**src/rtl/cam_frame_capture_ctrl.sv**
```systemverilog
// Frame-capture sequencer: OV5642 YUV422 stream -> luma pixels for the BMP writer.
// Optional macro CAP_LINE_CHECK_EN: a short line aborts the frame with cap_err.
module cam_frame_capture_ctrl #(
  parameter int WIDTH    = 640,
  parameter int HEIGHT   = 480,
  parameter int BYTE_SEL = 0
) (
  input  logic       HCLK,
  input  logic       HRESET,
  input  logic       cap_start,
  input  logic       cam_vsync,
  input  logic       cam_href,
  input  logic       cam_pvalid,
  input  logic [7:0] cam_data,
  output logic       pix_we,
  output logic [7:0] pix_data,
  output logic       busy,
  output logic       cap_done,
  output logic       cap_err,
  output logic [8:0] line_cnt
);

  localparam int NPIX = WIDTH * HEIGHT;
  localparam int CW   = $clog2(WIDTH + 1);
  localparam int TW0  = $clog2(NPIX + 1);
  localparam int TW   = (TW0 < 19) ? 19 : TW0;

  localparam logic [CW-1:0] COL_MAX  = CW'(WIDTH);
  localparam logic [TW-1:0] TOT_MAX  = TW'(NPIX);
  localparam logic [TW-1:0] TOT_LAST = TW'(NPIX - 1);
  localparam logic          SEL      = (BYTE_SEL != 0);

  localparam logic [1:0] S_IDLE    = 2'd0;
  localparam logic [1:0] S_ARMED   = 2'd1;
  localparam logic [1:0] S_CAPTURE = 2'd2;
  localparam logic [1:0] S_DONE    = 2'd3;

  logic [1:0]    state;
  logic          vsync_q;
  logic          href_q;
  logic          phase;
  logic [CW-1:0] col;
  logic [TW-1:0] total;

  logic in_cap;
  logic start_ok;
  logic vs_rise;
  logic vs_fall;
  logic href_rise;
  logic href_fall;
  logic phase_cur;
  logic take;
  logic emit;
  logic frame_full;
  logic last_pix;
  logic abort;
  logic short_line;

  assign in_cap     = (state == S_CAPTURE);
  assign start_ok   = (state == S_IDLE) & cap_start;
  assign vs_rise    = cam_vsync & ~vsync_q;
  assign vs_fall    = ~cam_vsync & vsync_q;
  assign href_rise  = cam_href & ~href_q;
  assign href_fall  = ~cam_href & href_q;

  // The byte on the href rising cycle is always phase 0.
  assign phase_cur  = href_rise ? 1'b0 : phase;
  assign take       = in_cap & cam_pvalid & cam_href & (phase_cur == SEL);
  assign frame_full = (total == TOT_MAX);
  assign emit       = take & (col < COL_MAX) & ~frame_full;
  assign last_pix   = emit & (total == TOT_LAST);

  // A vsync rise racing the final pixel is not an error.
  assign abort      = in_cap & vs_rise & ~last_pix & ~frame_full;

`ifdef CAP_LINE_CHECK_EN
  assign short_line = in_cap & href_fall & (col != '0) & (col < COL_MAX);
`else
  assign short_line = 1'b0;
`endif

  assign busy     = (state == S_ARMED) | (state == S_CAPTURE);
  assign cap_done = (state == S_DONE);

  // Registered copies of the camera sync lines for edge detection.
  always_ff @(posedge HCLK or posedge HRESET) begin
    if (HRESET) begin
      vsync_q <= 1'b0;
      href_q  <= 1'b0;
    end else begin
      vsync_q <= cam_vsync;
      href_q  <= cam_href;
    end
  end

  // Byte-pair phase: cleared by href rise, toggled per in-line byte.
  always_ff @(posedge HCLK or posedge HRESET) begin
    if (HRESET) begin
      phase <= 1'b0;
    end else if (cam_pvalid & cam_href) begin
      phase <= ~phase_cur;
    end else begin
      phase <= phase_cur;
    end
  end

  // Frame sequencing; DONE is entered the cycle after the last pix_we.
  always_ff @(posedge HCLK or posedge HRESET) begin
    if (HRESET) begin
      state <= S_IDLE;
    end else begin
      unique case (state)
        S_IDLE: begin
          if (cap_start) state <= S_ARMED;
        end
        S_ARMED: begin
          if (vs_fall) state <= S_CAPTURE;
        end
        S_CAPTURE: begin
          if (frame_full) begin
            state <= S_DONE;
          end else if (abort | short_line) begin
            state <= S_IDLE;
          end
        end
        S_DONE: begin
          state <= S_IDLE;
        end
        default: begin
          state <= S_IDLE;
        end
      endcase
    end
  end

  // Sticky error, cleared only by an accepted start.
  always_ff @(posedge HCLK or posedge HRESET) begin
    if (HRESET) begin
      cap_err <= 1'b0;
    end else if (start_ok) begin
      cap_err <= 1'b0;
    end else if (in_cap & ~frame_full & (abort | short_line)) begin
      cap_err <= 1'b1;
    end
  end

  // Column, frame total and line counters.
  always_ff @(posedge HCLK or posedge HRESET) begin
    if (HRESET) begin
      col      <= '0;
      total    <= '0;
      line_cnt <= '0;
    end else if (start_ok) begin
      col      <= '0;
      total    <= '0;
      line_cnt <= '0;
    end else if (in_cap) begin
      if (href_fall) begin
        col <= '0;
        if (col != '0) line_cnt <= line_cnt + 9'd1;
      end else if (emit) begin
        col   <= col + CW'(1);
        total <= total + TW'(1);
      end
    end
  end

  // Registered pixel strobe; data holds between strobes.
  always_ff @(posedge HCLK or posedge HRESET) begin
    if (HRESET) begin
      pix_we   <= 1'b0;
      pix_data <= 8'h00;
    end else begin
      pix_we <= emit;
      if (emit) pix_data <= cam_data;
    end
  end

endmodule
```
**config.mk**
```make
export PLATFORM = sky130hd
export DESIGN_NAME = cam_frame_capture_ctrl
export DESIGN_NICKNAME = d
export VERILOG_FILES = /design/src/rtl/cam_frame_capture_ctrl.sv
export SDC_FILE = /design/constraint.sdc
export NUM_CORES = 1
export LEC_CHECK = 0
export CAP_MARGIN = 15
export CORE_AREA = 8 8 118 120
export CTS_BUF_LIST = sky130_fd_sc_hd__clkbuf_4 sky130_fd_sc_hd__clkbuf_8
export DETAILED_ROUTE_END_ITERATION = 16
export DIE_AREA = 0 0 126 128
export SLEW_MARGIN = 15
export SYNTH_ARGS = -nofsm -noshare
export SYNTH_HDL_FRONTEND = slang
export SYNTH_SLANG_ARGS = --single-unit
export TNS_END_PERCENT = 100
```
**constraint.sdc**
```tcl
create_clock -name HCLK -period 4.5 [get_ports HCLK]
set_clock_uncertainty 0.15 [all_clocks]
set_input_delay 0.9 -clock HCLK [delete_from_list [all_inputs] [get_ports HCLK]]
set_output_delay 0.9 -clock HCLK [all_outputs]
set_load 0.05 [all_outputs]
```
==> flow_metrics.env <==
export IMPL_status="complete, no violations"
export IMPL_die_h_um=128
export IMPL_final_cells=491
export IMPL_cp_max_fo=5
export IMPL_synth_edff_count=0
export IMPL_post_cts_buffers=0
export IMPL_drive_gt1_frac=0.09091
export IMPL_cts_tree="built"
export IMPL_grt_overflow=0
export IMPL_pre_cts_slack_ns=1.316
export IMPL_wl_per_cell_um=14.00
export IMPL_rr_endpoint="col[8]"
export IMPL_post_cts_resized=0
export IMPL_crit_path_cell_trace="inv_1 -> ha_1 -> clkdlybuf4s50_1"
export IMPL_grt_pass1_wl_mm=11.90
export IMPL_p_per_area_nw_per_um2=443.1
export IMPL_syn_to_final_growth_pct=20.30
export IMPL_async_reset_ff_frac=1.000
export IMPL_hold_class="reg -> reg"
export IMPL_clk_pin_slew_ns=0.10
export IMPL_yosysUniqueCellTypes=62
export IMPL_dp_final_hpwl_mm=4.931
export IMPL_crit_arrival_ns=1.94
export IMPL_ir_worst_vdd_v=0.0001535
export IMPL_nFillCells=1310
export IMPL_firstDrtPassIters=4
export IMPL_antenna_cells=0
export IMPL_hold_depth=2
export IMPL_dp_cells=483
export IMPL_syn_area_sq_um=2958
export IMPL_worst_slack_ns=1.508
export IMPL_synth_main_ff_cell="dfrtp_1"
export IMPL_core_area_sq_um=12210
export IMPL_clock_latency_ns=0.32
export IMPL_maxCapViolCount=0
export IMPL_antenna_found_initial=0
export IMPL_synth_seq_area_share=0.4484
export IMPL_routabilityCongestion=0.7515
export IMPL_track_usage=0.08794
export IMPL_min_to="pix_data[2]"
export IMPL_hold_buffers=0
export IMPL_multi_input_area_sq_um=1515
export IMPL_drc=0
export IMPL_ys_warn_count=0
export IMPL_placement_io_buffers=34
export IMPL_hold_slack_ns=0.3329
export IMPL_post_route_util=0.2915
export IMPL_reg2reg_depth=7
export IMPL_synthCells=308
export IMPL_floorplan_rows=41
export IMPL_cts_max_level=2
export IMPL_synth_top_area_frac=0.4484
export IMPL_drv_slew=0
export IMPL_syn_avg_cell_area_sq_um=9.603
export IMPL_worst_slew_pin_slew_ns=0.8850
export IMPL_finalCriticalPeriod_ns=2.992
export IMPL_cp_slowest_cell="clkdlybuf4s50_1"
export IMPL_max_freq_ghz=0.3342
export IMPL_min_period_over_period=0.6649
export IMPL_leakage_nw=1.500
export IMPL_nets=364
export IMPL_die_w_um=126
export IMPL_pin_count=35
export IMPL_regArea_sq_um=1326
export IMPL_synthTopCellsByArea="dfrtp_1 (45%), nand2_1 (6.5%), ha_1 (4.2%), nor2_1 (2.9%), or4_1 (2.5%)"
export IMPL_num_vias=2419
export IMPL_final_area_sq_um=3558
export IMPL_cts_buffer_depth=2
export IMPL_hp_start="pix_data[2]"
export IMPL_drtIter0Drc=107
export IMPL_rsz0062_at_grt="no"
export IMPL_antenna_left=0
export IMPL_worst_setup_path_end_kind="output port"
export IMPL_worst_path_largest_cell_delay_ns=0.81
export IMPL_synth_fp_nets=332
export IMPL_finalSetupTns_ns=0
export IMPL_yosys_register_bits=53
export IMPL_reg2reg_slack_ns=1.95
export IMPL_totalWireLength_mm=6.876
export IMPL_cts_made_buffers=5
export IMPL_dpl_cell_area_sq_um=3441
export IMPL_yosysTopAreaCell="dfrtp_1"
export IMPL_timing_rr_start="state[0]"
export IMPL_first_global_vias=2458
export IMPL_viasPerCell=4.927
export IMPL_crit_type="reg -> out"
export IMPL_start_kind="flip-flop"
export IMPL_finalHoldViolations=0
export IMPL_root_buffer="clkbuf_8"
export IMPL_die_area_sq_um=16130
export IMPL_relSlewSlack=0.4100
export IMPL_total_power_mw=1.577
export IMPL_crit_required_ns=3.45
export IMPL_cts_num_sinks=53
export IMPL_grt_max_degree=52
export IMPL_finalSetupViolations=0
export IMPL_start_util=0.2423
[cell usage after synthesis (2+ instances only)]
master     instances
dfrtp_1           53
nand2_1           51
nor2_1            23
a21oi_1           13
inv_1             12
ha_1              10
or4_1             10
nand3_1            9
nand4_1            9
o21ai_0            7
and3_1             6
o211ai_1           6
o31ai_1            6
or3_1              6
and2_1             5
clkbuf_1           5
nand2b_1           5
a31oi_1            4
o21ai_1            4
xnor2_1            4
xor2_1             4
a211oi_1           3
a32o_1             3
buf_2              3
a41oi_1            2
buf_6              2
nand3_2            2
nor2b_1            2
nor3_1             2
nor3b_1            2
nor4_1             2
nor4b_2            2
o2111ai_1          2
[where the power goes]
part           internal, mW  switching, mW  total, mW
combinational         0.211          0.426      0.637
sequential            0.542         0.0553      0.597
clock                 0.170          0.173      0.343
total                 0.923          0.654       1.58
[critical path: cells and delay by family, from the launching register on]
kind / cells / cell delay, ns
fa+ha+maj: 1 / 0.32
flops: 1 / 0.38
buf+inv: 2 / 0.93
[registers in the layout, summed over array words and instances (netlist names), 2 cells and up]
| register | cells |
|---|---|
| pix_data | 8 |
| total | 19 |
| state | 2 |
| col | 10 |
| line_cnt | 9 |
[cell type report]
cell class / count / area share
clock inverter: 3 / 0.01336
timing repair buffer: 37 / 0.1020
tap: 150 / 0.05274
clock buffer: 5 / 0.01934
sequential: 53 / 0.3727
inverter: 13 / 0.01406
multi-input combinational: 230 / 0.4258
[logic make-up (layout without fill, tap and decap cells)]
family / after synthesis / in the layout / synth area share
buffers and inverters: 25 / 58 / 0.03934
AOI/OAI and AO/OA: 64 / 64 / 0.1637
and+or+nand+nor: 147 / 147 / 0.2788
muxes: 1 / 1 / 0.003807
xor gates and xnor gates: 8 / 8 / 0.02369
adders and majority gates: 10 / 10 / 0.04230
DFF: 53 / 53 / 0.4484
[layer usage]
metal  global-route usage  wire length, um  vias up
li1                     -                -     1193
met1               0.1092             3251     1176
met4              0.03185              133        0
met3              0.01872              231       11
met2               0.1473             3260       39
met5                    0                0        -
[cell usage in the layout, fill, tap and decap left out, drive strengths merged, types with 11 or more instances in the layout]
master	netlist	layout
o21ai	11	11
dfrtp	53	53
nand2	51	51
nor2	23	23
clkdlybuf4s50	0	34
nand3	11	11
a21oi	13	13
inv	13	14
[worst max path at each step]
| stage | cells after the start | to | from | slack, ns |
|---|---|---|---|---|
| global placement | 7 | col[8] | cam_href | 1.45 |
| detailed placement | 7 | col[8] | cam_href | 1.32 |
| CTS | 3 | busy | state[0] | 1.47 |
| global route | 3 | busy | state[1] | 1.41 |
| floorplan | 1 | cap_err | HRESET | 2.16 |
| finish | 3 | busy | state[0] | 1.51 |
Power figures use the tool's default switching activity.
==> edit 1 (same flow settings) <==
Add an input register stage for `cap_start`, `cam_vsync`, `cam_href`, `cam_pvalid` and `cam_data`; this delays them by one clock.
--- a/src/rtl/cam_frame_capture_ctrl.sv
+++ b/src/rtl/cam_frame_capture_ctrl.sv
@@ -35,6 +35,20 @@
   localparam logic [1:0] S_CAPTURE = 2'd2;
   localparam logic [1:0] S_DONE    = 2'd3;
 
+  logic cap_start_q;
+  logic cam_vsync_q;
+  logic cam_href_q;
+  logic cam_pvalid_q;
+  logic [7:0] cam_data_q;
+
+  always_ff @(posedge HCLK) begin
+    cap_start_q  <= cap_start;
+    cam_vsync_q  <= cam_vsync;
+    cam_href_q   <= cam_href;
+    cam_pvalid_q <= cam_pvalid;
+    cam_data_q   <= cam_data;
+  end
+
   logic [1:0]    state;
   logic          vsync_q;
   logic          href_q;
@@ -57,15 +71,15 @@
   logic short_line;
 
   assign in_cap     = (state == S_CAPTURE);
-  assign start_ok   = (state == S_IDLE) & cap_start;
-  assign vs_rise    = cam_vsync & ~vsync_q;
-  assign vs_fall    = ~cam_vsync & vsync_q;
-  assign href_rise  = cam_href & ~href_q;
-  assign href_fall  = ~cam_href & href_q;
+  assign start_ok   = (state == S_IDLE) & cap_start_q;
+  assign vs_rise    = cam_vsync_q & ~vsync_q;
+  assign vs_fall    = ~cam_vsync_q & vsync_q;
+  assign href_rise  = cam_href_q & ~href_q;
+  assign href_fall  = ~cam_href_q & href_q;
 
   // The byte on the href rising cycle is always phase 0.
   assign phase_cur  = href_rise ? 1'b0 : phase;
-  assign take       = in_cap & cam_pvalid & cam_href & (phase_cur == SEL);
+  assign take       = in_cap & cam_pvalid_q & cam_href_q & (phase_cur == SEL);
   assign frame_full = (total == TOT_MAX);
   assign emit       = take & (col < COL_MAX) & ~frame_full;
   assign last_pix   = emit & (total == TOT_LAST);
@@ -88,8 +102,8 @@
       vsync_q <= 1'b0;
       href_q  <= 1'b0;
     end else begin
-      vsync_q <= cam_vsync;
-      href_q  <= cam_href;
+      vsync_q <= cam_vsync_q;
+      href_q  <= cam_href_q;
     end
   end
 
@@ -97,7 +111,7 @@
   always_ff @(posedge HCLK or posedge HRESET) begin
     if (HRESET) begin
       phase <= 1'b0;
-    end else if (cam_pvalid & cam_href) begin
+    end else if (cam_pvalid_q & cam_href_q) begin
       phase <= ~phase_cur;
     end else begin
       phase <= phase_cur;
@@ -111,7 +125,7 @@
     end else begin
       unique case (state)
         S_IDLE: begin
-          if (cap_start) state <= S_ARMED;
+          if (cap_start_q) state <= S_ARMED;
         end
         S_ARMED: begin
           if (vs_fall) state <= S_CAPTURE;
@@ -172,7 +186,7 @@
       pix_data <= 8'h00;
     end else begin
       pix_we <= emit;
-      if (emit) pix_data <= cam_data;
+      if (emit) pix_data <= cam_data_q;
     end
   end
 
Formal check against the unedited RTL: not equivalent (a bounded check fails within 4 cycles, from zero or initial values and one cycle with HRESET high).
==> edit 1 against the original RTL <==
First-iteration DRC count increased by 9.3%; routed wire length increased by 3.7%; setup slack got worse by 0.086 ns; via count increased by 2.8%; synthesized area increased by 4.4%; sequential cell count increased by 12; cell area increased by 7.8%; worst hold slack got worse by 0.083 ns; power increased by 26%; combinational power increased by 3%; global-route usage increased by 0.71 points; largest cell class is now registers.
==> edit 1: results <==
export IMPL_multi_input_area_share=0.367
export IMPL_synthesis_nets=344
export IMPL_multi_input_gates=227
export IMPL_status="completed"
export IMPL_register_area_mm2=0.00157
export IMPL_clkTransAtPathRegs_ns=0.08
export IMPL_whs_path_depth=0
export IMPL_gp_congestion=0.775
export IMPL_grt_max_degree=31
export IMPL_routed_wl_met2_um=3400
export IMPL_drive_gt1_frac=0.0937
export IMPL_met1_length_um=3200
export IMPL_post_synth_most_frequent_cells="dfrtp_1, nand2_1, nor2_1"
export IMPL_worstSkewPairLatency_ns=0.35
export IMPL_swShare=0.377
export IMPL_sh_seq_area=0.408
export IMPL_synth_cell_types=52
export IMPL_crit_path_start="state[1]$_DFFE_PP0P_"
export IMPL_layout_nonclk_buf_frac=0.0946
export IMPL_synthAdderAreaFrac=0.0405
export IMPL_fillCellCount=1246
export IMPL_p_leak_nw=1.63
export IMPL_async_flop_share=0.815
export IMPL_ys_seq_elements=65
export IMPL_dp_cells=497
export IMPL_placedInstanceArea_mm2=0.00359
export IMPL_final_cells=513
export IMPL_area_growth_syn_to_layout_pct=24.3
export IMPL_min_from="cam_href_q$_DFF_P_"
export IMPL_synthTopCellsByArea="dfrtp_1, dfxtp_1, nand2_1"
export IMPL_synth_compound_area_share=0.124
export IMPL_drt_total_wl_um=7130
export IMPL_drtIter0Drc=117
export IMPL_ir_worst_vdd_uv=168
export IMPL_fin_nets=382
export IMPL_dp_final_hpwl_um=4910
export IMPL_post_synth_xor_area_fraction=0.0312
export IMPL_clock_area_frac=0.0633
export IMPL_netlist_instances=320
[edit 1: per-layer routing]
metal  up-vias  global-route usage
met3        12              0.0304
met1      1211               0.112
met4         0              0.0474
met5         -                   0
li1       1207                   -
met2        56               0.154
[edit 1: path summary, 6_finish.rpt]
check,end,slack [ns]
worst min register to register,href_q$_DFF_PP0_,0.25
worst max-delay path,busy,1.42
worst max register to register,col[2]$_DFFE_PP0P_,1.81
max in group asynchronous,line_cnt[6]$_DFFE_PP0P_,2.63
worst min-delay path,href_q$_DFF_PP0_,0.25
min in group asynchronous,pix_we$_DFF_PP0_,0.79
[edit 1: power groups by stage]
stage / Sequential, mW / Clock, mW / Combinational, mW
after CTS: 0.728 / 0.634 / 0.661
final: 0.725 / 0.610 / 0.654
after floorplan: 0.888 / 0 / 0.293
after global routing: 0.739 / 0.652 / 0.711
after global placement: 0.733 / 0 / 0.650
after detailed placement: 0.740 / 0 / 0.657
==> edit 2 (same flow settings) <==
Made on the original files. Set the parameter `HEIGHT` to 240 (it was 480).
--- a/src/rtl/cam_frame_capture_ctrl.sv
+++ b/src/rtl/cam_frame_capture_ctrl.sv
@@ -2,7 +2,7 @@
 // Optional macro CAP_LINE_CHECK_EN: a short line aborts the frame with cap_err.
 module cam_frame_capture_ctrl #(
   parameter int WIDTH    = 640,
-  parameter int HEIGHT   = 480,
+  parameter int HEIGHT   = 240,
   parameter int BYTE_SEL = 0
 ) (
   input  logic       HCLK,
Check against the original RTL: same outputs for any inputs over 10 cycles, from zero or initial values and one cycle with HRESET high; that may be too few to reach the edited logic, so the function may still have changed.
==> edit 2 against the original RTL <==
Cell area up 1.9%; non-clock buffer count up 2; setup slack worse by 0.051 ns; cell count fell by 1.4%; clock power grew 2%; synthesized area grew 1.4%; register-to-register slack got worse by 0.27 ns; die area is the same; sequential power up 2%; count of clock-buffer cells in the layout grew 2; sequential cell count is the same; power increased by 11%; routed wire length grew 2.5%; critical endpoint is now total[18]$_DFFE_PP0P_; largest cell class unchanged; largest power group unchanged.
==> edit 2: results <==
export IMPL_drt_total_wl_um=7050
export IMPL_slew_headroom=0.416
export IMPL_r2r_start="state[0]$_DFFE_PP0P_"
export IMPL_ir_worst_vdd_uv=249
export IMPL_rrSetupSlack_ns=1.68
export IMPL_numPortBuffers=34
export IMPL_timing_hold_ws_ns=0.347
export IMPL_p_leak_nw=1.53
export IMPL_post_synth_most_frequent_cells="dfrtp_1, nor2_1, nand2_1"
export IMPL_worstRegToRegCells=6
export IMPL_gr_usage_all_layers=0.0939
export IMPL_arrival_ns=3.09
export IMPL_gp_congestion=0.803
export IMPL_grt_max_degree=42
export IMPL_synth_cell_types=65
export IMPL_hold_path_end="pix_data[6]$_DFFE_PP0P_"
export IMPL_max_stage_delay_ns=0.53
export IMPL_rr_endpoint="pix_data[5]$_DFFE_PP0P_"
export IMPL_pg_comb_mw=0.786
export IMPL_dr_pass1_iters=4
export IMPL_dp_final_hpwl_um=5140
export IMPL_p_sw_mw=0.736
export IMPL_vias=2394
export IMPL_ys_flop_type="dfrtp_1"
export IMPL_drt_antenna_violating_nets=0
export IMPL_clockPowerShare=0.200
export IMPL_place_ws_ns=1.13
export IMPL_grt_pass1_wl_um=12500
export IMPL_synthesis_nets=321
export IMPL_seq_area_frac_synth=0.442
export IMPL_synthTopCellsByArea="dfrtp_1, ha_1, nor2_1"
export IMPL_min_from="pix_data[6]$_DFFE_PP0P_"
export IMPL_async_flop_share=1.00
export IMPL_cts_setup_buffers=0
export IMPL_drive_gt1_frac=0.0988
export IMPL_whs_path_depth=1
export IMPL_drtIter0Drc=158
export IMPL_fin_nets=357
export IMPL_status="completed"
export IMPL_cp_max_fo=7
export IMPL_clk_power_mw=0.350
[edit 2: critical path, delay by kind of cell]
family,cells,cell delay (ns)
buf+inv,1,0.53
mux,1,0.32
simple gates,4,1.34
[edit 2: per-layer routing]
metal / routed length (µm) / track usage
met1: 3390 / 0.122
met4: 89 / 0.0297
met3: 178 / 0.0183
met5: 0 / 0
met2: 3390 / 0.154
[edit 2: worst max-delay path by stage]
stage | depth (start not counted) | endpoint | slack [ns] | start
after CTS | 3 | busy | 1.43 | state[1]$_DFFE_PP0P_
after floorplan | 5 | total[18]$_DFFE_PP0P_ | 1.91 | cam_pvalid
final | 6 | total[18]$_DFFE_PP0P_ | 1.46 | cam_href
after global placement | 6 | pix_data[5]$_DFFE_PP0P_ | 1.16 | cam_href
after global routing | 6 | total[18]$_DFFE_PP0P_ | 1.23 | cam_href
after detailed placement | 6 | total[18]$_DFFE_PP0P_ | 1.13 | cam_href
[edit 2: cells by family (layout without fill, tap and decap cells)]
family | after synthesis | in the layout | synth area share
simple gates | 129 | 129 | 0.233
xor+xnor | 17 | 17 | 0.0496
fa+ha+maj | 10 | 10 | 0.0417
flops | 53 | 53 | 0.442
compound gates | 52 | 52 | 0.150
buf+inv | 23 | 60 | 0.0363
mux | 13 | 13 | 0.0471
[edit 2: final cells by class]
type | instances | area [µm²]
inverters | 13 | 48.8
fillers | 1300 | 8580
repair buffers | 39 | 378
well taps | 150 | 188
flip-flops and latches | 53 | 1330
clock buffers | 7 | 90.1
multi-input cells | 221 | 1560
clock inverters | 1 | 30.0
[edit 2: stage by stage]
step / util / std cells / area, µm²
6_report: 0.297 / 484 / 3620
5_1_grt: 0.297 / 484 / 3620
3_5_place_dp: 0.287 / 476 / 3500
2_1_floorplan: - / 297 / 3000
4_1_cts: 0.297 / 484 / 3620
3_3_place_gp: 0.287 / 476 / 3500
